`config.mk`:
```
export PLATFORM = sky130hd
export DESIGN_NAME = rand_fifo_gen
export DESIGN_NICKNAME = d
export VERILOG_FILES = /design/src/rtl/rand_fifo_gen.sv
export SDC_FILE = /design/constraint.sdc
export NUM_CORES = 1
export LEC_CHECK = 0
export ABC_AREA = 1
export CAP_MARGIN = 20
export CORE_ASPECT_RATIO = 1.4
export CORE_MARGIN = 2
export CORE_UTILIZATION = 40
export CTS_BUF_LIST = sky130_fd_sc_hd__clkbuf_4 sky130_fd_sc_hd__clkbuf_8
export CTS_CLUSTER_SIZE = 28
export DETAILED_ROUTE_END_ITERATION = 8
export GPL_TIMING_DRIVEN = 0
export HOLD_SLACK_MARGIN = 0.02
export PLACE_DENSITY = 0.64
export SYNTH_ARGS = -nofsm -noshare
export SYNTH_HDL_FRONTEND = slang
export SYNTH_SLANG_ARGS = --single-unit
```
`constraint.sdc`:
```
create_clock -name CLK -period 3 [get_ports CLK]
set_input_delay 0.3 -clock CLK [delete_from_list [all_inputs] [get_ports CLK]]
set_output_delay 0.3 -clock CLK [all_outputs]
set_load 0.01 [all_outputs]
```
`src/rtl/rand_fifo_gen.sv`:
```
// rand_fifo_gen: xorshift32 words packed into WIDTH-bit entries in a prefetch FIFO.
// Optional macro RAND_STATS_EN adds delivered/stall counters.
module rand_fifo_gen #(
  parameter int          WIDTH = 32,
  parameter int          DEPTH = 4,
  parameter logic [31:0] SEED  = 32'h00000001
) (
  input  logic                     CLK,
  input  logic                     RESET,
  input  logic [31:0]              SEED_WRITE,
  input  logic                     SEED_WRITE_VALID,
  input  logic                     DEQ,
  output logic [WIDTH-1:0]         RESP_READ,
  output logic                     RESP_READ_VALID,
  output logic [$clog2(DEPTH):0]   OCCUPANCY
`ifdef RAND_STATS_EN
  ,
  output logic [31:0]              STAT_DELIVERED,
  output logic [31:0]              STAT_STALLS
`endif
);
  localparam int NW = WIDTH / 32;
  localparam int AW = $clog2(DEPTH);
  localparam int CW = NW > 1 ? $clog2(NW) : 1;
  localparam logic [CW-1:0] LAST = CW'(NW - 1);
  localparam logic [AW:0] FULL = (AW + 1)'(DEPTH);

  function automatic logic [31:0] step(input logic [31:0] x);
    logic [31:0] y;
    y = x ^ (x << 13);
    y = y ^ (y >> 17);
    return y ^ (y << 5);
  endfunction

  function automatic logic [31:0] zmap(input logic [31:0] s);
    return s == 32'h0 ? 32'h2545F491 : s;
  endfunction

  logic [31:0]      state_q, state_d, nxt;
  logic [CW-1:0]    wcnt_q, wcnt_d;
  logic [WIDTH-1:0] asm_q, asm_d, entry;
  logic [WIDTH-1:0] mem_q [DEPTH];
  logic [WIDTH-1:0] mem_d [DEPTH];
  logic [AW-1:0]    rd_q, rd_d, wr_q, wr_d;
  logic [AW:0]      occ_q, occ_d;
  logic             full, stall, push, pop;

  // Older words shift toward the MSBs, so the first word of an entry ends up on top.
  always_comb begin
    nxt     = step(state_q);
    entry   = WIDTH'({asm_q, nxt});
    full    = occ_q == FULL;
    stall   = wcnt_q == LAST && full;
    push    = wcnt_q == LAST && !full;
    pop     = DEQ && occ_q != '0;
    state_d = SEED_WRITE_VALID ? zmap(SEED_WRITE) : stall ? state_q : nxt;
    wcnt_d  = SEED_WRITE_VALID || push ? '0 : stall ? wcnt_q : wcnt_q + CW'(1);
    asm_d   = SEED_WRITE_VALID ? '0 : stall || push ? asm_q : entry;
    rd_d    = SEED_WRITE_VALID ? '0 : rd_q + AW'(pop);
    wr_d    = SEED_WRITE_VALID ? '0 : wr_q + AW'(push);
    occ_d   = SEED_WRITE_VALID ? '0 : occ_q + (AW + 1)'(push) - (AW + 1)'(pop);
    mem_d   = mem_q;
    if (push) mem_d[wr_q] = entry;
  end

  always_ff @(posedge CLK or negedge RESET) begin
    if (!RESET) begin
      state_q <= zmap(SEED);
      wcnt_q  <= '0;
      asm_q   <= '0;
      rd_q    <= '0;
      wr_q    <= '0;
      occ_q   <= '0;
      mem_q   <= '{default: '0};
    end else begin
      state_q <= state_d;
      wcnt_q  <= wcnt_d;
      asm_q   <= asm_d;
      rd_q    <= rd_d;
      wr_q    <= wr_d;
      occ_q   <= occ_d;
      mem_q   <= mem_d;
    end
  end

  assign RESP_READ_VALID = occ_q != '0;
  assign RESP_READ       = RESP_READ_VALID ? mem_q[rd_q] : '0;
  assign OCCUPANCY       = occ_q;

`ifdef RAND_STATS_EN
  logic [31:0] dlv_q, dlv_d, stl_q, stl_d;

  always_comb begin
    dlv_d = SEED_WRITE_VALID ? '0 : dlv_q + 32'(pop);
    stl_d = SEED_WRITE_VALID ? '0 : stall && !(&stl_q) ? stl_q + 32'd1 : stl_q;
  end

  always_ff @(posedge CLK or negedge RESET) begin
    if (!RESET) begin
      dlv_q <= '0;
      stl_q <= '0;
    end else begin
      dlv_q <= dlv_d;
      stl_q <= stl_d;
    end
  end

  assign STAT_DELIVERED = dlv_q;
  assign STAT_STALLS    = stl_q;
`endif
endmodule

```
**Word-level counts from Yosys, hierarchy flattened**

Cells that the tools add are included.

- $mul: 0
- Div/mod/pow operators: 0
- Order comparisons: 3
- Muxes and demuxes: 15
- Bitwise operators: 6
- Shift-type cells: 0
- Add/subtract/negate cells: 5
- Reductions and logical operators: 8
- Eq/ne operators: 3

Operator list:

| cell | count |
|---|---|
| 32-bit two-way mux | 7 |
| 128-bit bitwise mux | 1 |
| 32-bit binary-select mux with 2-bit select | 1 |
| 32-bit demux with 2-bit select | 1 |
| 32-bit XOR | 2 |
| 32-bit logical NOT | 1 |
| 32-bit by 15-bit XOR with 32-bit output | 1 |
| 3-bit greater-or-equal comparator, second input constant | 2 |
| 2-bit NOT with 3-bit output | 2 |
| 2-bit by 1-bit adder with 2-bit output | 2 |
| 1-bit logical AND | 4 |
| 2-bit two-way mux | 2 |
| 3-bit by 1-bit adder with 3-bit output | 1 |
| 3-bit == test, second input constant | 1 |
| 3-bit by 1-bit < comparator with 1-bit output, second input constant | 1 |
| 3-bit two-way mux | 1 |
| 3-bit nonzero test | 1 |
| 3-bit by 1-bit subtractor with 3-bit output | 1 |
| 1-bit two-way mux | 2 |
| 2-bit by 1-bit inequality test with 1-bit output, second input constant | 1 |
| 2-bit inequality test, second input constant | 1 |
| 1-bit adder, second input constant | 1 |
| 1-bit logical NOT | 1 |
| 1-bit logical OR | 1 |
| 1-bit NOT | 1 |

- Flip-flop bits (word level): 168
- Latch bits: 0
- Memory bits (read-only): 0
- Memories: 0
- Logic and storage cells: 49
- Input bits: 36
- RAM bits: 0
- Output and inout port bits: 36

**Logic depth before layout (Yosys ltp)**

- Word-level depth: 6
- Depth in mapped cells: 11
- Depth with buffers taken out: 11

**Worst setup path before layout**

No wires, ideal clock.

- Kind: reg2reg
- Start point: register occ_q[2], in the netlist OCCUPANCY[2]
- End point: register occ_q[2], in the netlist OCCUPANCY[2]
- Required time: 2.877 ns
- Stages on the path, launching flop included: 12
- Library setup time: 0.123 ns
- Path slack: 0.769 ns
- Arrival: 2.108 ns
- Cell sequence: dfrtp_1 -> or2_2 -> nor2_1 -> inv_1 -> nand2_1 -> inv_1 -> nand2_1 -> nand2_1 -> ha_1 -> fa_1 -> o21ai_0 -> a21oi_1

- Elaborated cells on any way between the ends: 8

RTL lines:

| element | RTL line | RTL |
|---|---|---|
| start: declaration | 45 | `logic [AW:0] occ_q, occ_d;` |
| start signal: assignment | 73 | `occ_q <= '0;` |
| start signal: assignment | 81 | `occ_q <= occ_d;` |
| 3-bit nonzero test | n/a |  |
| named net RESP_READ_VALID | 14 | `output logic RESP_READ_VALID,` |
| 1-bit logical AND | 55 | `pop = DEQ && occ_q != '0;` |
| 3-bit by 1-bit subtractor with 3-bit output | 61 | `occ_d = SEED_WRITE_VALID ? '0 : occ_q + (AW + 1)'(push) - (AW + 1)'(pop);` |
| 3-bit two-way mux | 61 |  |
| named net occ_d[2] | 45 |  |

The timed path passes the listed nets, and every way through them passes these cells.
A chain may end at the register's enable or synchronous reset.

**Worst setup path in the final report**

- Start point: register rd_q[0]
- End point: output RESP_READ[15]

- Word-level cells in the longest chain between the ends: 5

RTL lines:

| element | RTL line | RTL |
|---|---|---|
| start: declaration | 44 | `logic [AW-1:0] rd_q, rd_d, wr_q, wr_d;` |
| start signal: assignment | 79 | `rd_q <= rd_d;` |
| 2-bit NOT with 3-bit output (implied by the code) | 87 | `assign RESP_READ = RESP_READ_VALID ? mem_q[rd_q] : '0;` |
| 32-bit binary-select mux with 2-bit select | 87 |  |
| 32-bit two-way mux (implied by the code) (2 in a row) | 87 |  |
| 32-bit two-way mux | 87 |  |
| end: declaration | 13 | `output logic [WIDTH-1:0] RESP_READ,` |

Every way passes these cells. The select of a mux whose other input is x is not followed.

==> results.sh <==
export IMPL_globalRouteTotalUtil_pct=24.7
export IMPL_hold_viol=0
export IMPL_rsz0062_at_grt="yes"
export IMPL_viasPerCell=5.29
export IMPL_worst_slew_pin_slew_ns=0.775
export IMPL_syn_nets=1214
export IMPL_antenna_cells=0
export IMPL_core_um2=21200
export IMPL_r2r_cells=11
export IMPL_outcome="finished, final reports clean"
export IMPL_max_cap_violations=0
export IMPL_cts_buffer_depth=2
export IMPL_ys_types=33
export IMPL_antenna_found_initial=0
export IMPL_synth_edf_count=0
export IMPL_cts_tree="built"
export IMPL_rows=63
export IMPL_required_ns=2.70
export IMPL_final_layout_size_suffix_gt1_share_pct=6.81
export IMPL_initial_core_util_pct=40.9
export IMPL_avgSynthCellArea_um2=7.38
export IMPL_io_pins=72
export IMPL_cts_buffers=17
export IMPL_holdWs_ns=0.219
export IMPL_dp_hpwl_mm=20.7
export IMPL_drtAntennaViolNets=0
export IMPL_first_global_vias=7993
export IMPL_clkLatencyLatePin_ns=0.48
export IMPL_dieHeight_um=178
export IMPL_path_class="register to output pin"
export IMPL_fillers=2204
export IMPL_placed_cell_area_um2=9730
export IMPL_fin_util_pct=47.7
export IMPL_hp_class="input pin to register"
export IMPL_drt_wl_total_mm=27.1
export IMPL_clock_sinks=168
export IMPL_cts_clk_slew_worst_paths_ns=0.09
export IMPL_cts_max_level=4
export IMPL_portBuffers=70
export IMPL_period_minus_slack_ns=2.96
export IMPL_vias=8136
export IMPL_vdd_drop_max_mv=0.374
export IMPL_place_gp_congestion=0.915
export IMPL_cp_start_kind="register"
export IMPL_fin_crit_sh_pct=98.6
export IMPL_drt_first_pass_iters=5
export IMPL_reg2reg_slack_ns=0.67
export IMPL_post_cts_setup_buffer_count=0
export IMPL_synth_async_sr_flop_share_pct=100
export IMPL_p_per_area_nw_per_um2=1220
export IMPL_grt_first_pass_wirelength_mm=42.7
export IMPL_r2r_end="OCCUPANCY[2]"
export IMPL_area_delta_synth_final_pct=16.6
export IMPL_root_buffer="clkbuf_8"
export IMPL_setup_viol=0
export IMPL_relSlewSlack_pct=48.4
export IMPL_drv_slew=0
export IMPL_r2r_start="OCCUPANCY[1]"
export IMPL_drc=0
export IMPL_overflow=0
export IMPL_drtIter0Drc=507
export IMPL_synth_area_um2=8670
export IMPL_final_cell_area_um2=10100
export IMPL_grt_max_degree=99
export IMPL_yosys_warnings=0
export IMPL_syn_inst=1175
export IMPL_layout_nets=1305
export IMPL_power_leakage_nw=4.88
export IMPL_tns_ns=0
export IMPL_crit_path_start="rd_q[0]"
export IMPL_die_x_um=128
export IMPL_synth_main_ff_cell="dfrtp_1"
export IMPL_hold_depth=5
export IMPL_cp_data_arrival_time_ns=2.66
export IMPL_endpoint_kind="output pin"
export IMPL_cp_max_fo=10
export IMPL_fin_skew_ns=0.0198
export IMPL_die_area_um2=22900
export IMPL_synth_seq_cells=168
export IMPL_fmaxAchievable_ghz=0.338
export IMPL_synth_seq_area_share_pct=48.5
export IMPL_wl_per_cell_um=17.6
export IMPL_cp_endpoint="RESP_READ[15]"
## how the worst min path moves through the flow
stage / end / slack, ns / startpoint
3_5_place_dp: OCCUPANCY[0] / 0.39 / RESET
6_report: state_q[5] / 0.22 / SEED_WRITE_VALID
4_1_cts: state_q[5] / 0.21 / SEED_WRITE_VALID
5_1_grt: state_q[6] / 0.25 / SEED_WRITE_VALID
3_3_place_gp: mem_q[110] / 0.46 / mem_q[110]
2_1_floorplan: OCCUPANCY[0] / 0.004 / RESET
## cells in the final DEF, fill, tap and decap left out, types with 4 or more instances in the layout
cell	synthesis	layout
inv_1	103	103
o211ai_1	5	5
nand3_1	56	56
clkinvlp_4	0	6
a22oi_1	6	6
o21ai_0	127	127
o21ai_1	62	62
clkbuf_1	29	25
dfrtp_1	167	167
xnor2_1	13	13
clkbuf_2	0	5
nand2_1	325	325
clkdlybuf4s50_1	0	69
o21ai_2	5	5
o22ai_1	8	8
inv_2	9	9
buf_2	14	19
a21oi_1	53	52
o21bai_1	4	4
clkinv_4	0	5
nor2_1	156	155
clkbuf_8	0	17
## per-stage QoR
step	instances	worst slack (ns)	power, mW
floorplan	1175	0.769	8.08
global placement	1505	-5.58	10.7
detailed placement	1506	0.0621	10.8
CTS	1538	0.0127	12.3
global route	1538	-0.0405	13.3
finish	1538	0.0409	12.3
## flip-flops by register name, summed over array words and instances (netlist names)
signal,cells
mem_q,128
OCCUPANCY,3
rd_q,2
wr_q,2
wcnt_q,1
state_q,32
## power by group
| part | switching [mW] | internal [mW] | total, mW |
|---|---|---|---|
| clock | 0.877 | 0.568 | 1.44 |
| sequential | 0.671 | 3.29 | 3.96 |
| combinational | 4.60 | 2.32 | 6.92 |
| total | 6.15 | 6.17 | 12.3 |
## cells by family after synthesis
| kind of cell | after synthesis | share of synthesized area [%] |
|---|---|---|
| AOI/OAI and AO/OA | 273 | 16.6 |
| and+or+nand+nor | 546 | 25.0 |
| DFF | 168 | 48.5 |
| buffers and inverters | 168 | 7.73 |
| other | 1 | 0.0432 |
| xor gates and xnor gates | 16 | 1.62 |
| adders and majority gates | 3 | 0.519 |
## synthesized netlist by cell type (2+ instances only)
master | instances | share of area [%]
nand2_2 | 2 | 0.14
nor2_4 | 2 | 0.26
nand3_1 | 56 | 3.2
nand2_1 | 325 | 14
buf_2 | 14 | 0.81
dfrtp_1 | 167 | 48
o211ai_1 | 5 | 0.43
a211oi_1 | 3 | 0.26
nor2_1 | 156 | 6.8
o21ai_0 | 127 | 7.3
xor2_1 | 3 | 0.30
inv_1 | 103 | 4.5
o21bai_1 | 4 | 0.35
buf_6 | 3 | 0.39
a21oi_1 | 53 | 3.1
o21ai_1 | 62 | 3.6
ha_1 | 2 | 0.29
clkbuf_1 | 29 | 1.3
o21ai_2 | 5 | 0.51
o22ai_1 | 8 | 0.58
buf_1 | 9 | 0.39
a22oi_1 | 6 | 0.52
xnor2_1 | 13 | 1.3
inv_2 | 9 | 0.39
## worst max-delay path: stages (launching register included)
cell,delay [ns]
dfrtp_1,0.48
clkbuf_4,0.28
buf_1,0.38
o211ai_1,0.17
a21oi_1,0.29
clkdlybuf4s50_1,0.60
## final cells by class
class | instances | area, um2 | area share, %
Timing Repair Buffer | 72 | 743 | 7.35
Multi-Input combinational cell | 839 | 3810 | 37.6
Buffer | 55 | 263 | 2.60
Tap cell | 260 | 325 | 3.22
Clock inverter | 14 | 105 | 1.04
Sequential cell | 168 | 4210 | 41.6
Clock buffer | 17 | 234 | 2.31
Inverter | 113 | 428 | 4.23
## layer usage
metal	track usage, %	share of wire, %	vias to the layer above
met3	3.93	4.3	72
met2	44.5	52	245
li1	-	-	3944
met5	0	0	-
met1	28.2	39	3875
met4	12.5	4.7	0
## what timing repair did
action | 4_1_cts | 5_1_grt
setup endpoints to repair | 32 | 17
cloned | 0 | 0
endpoints found under the hold margin | 97 | 0
hold buffers | 1 | 0
resized for setup | 11 | 5
No activity file was read; power rests on OpenSTA's default activity.
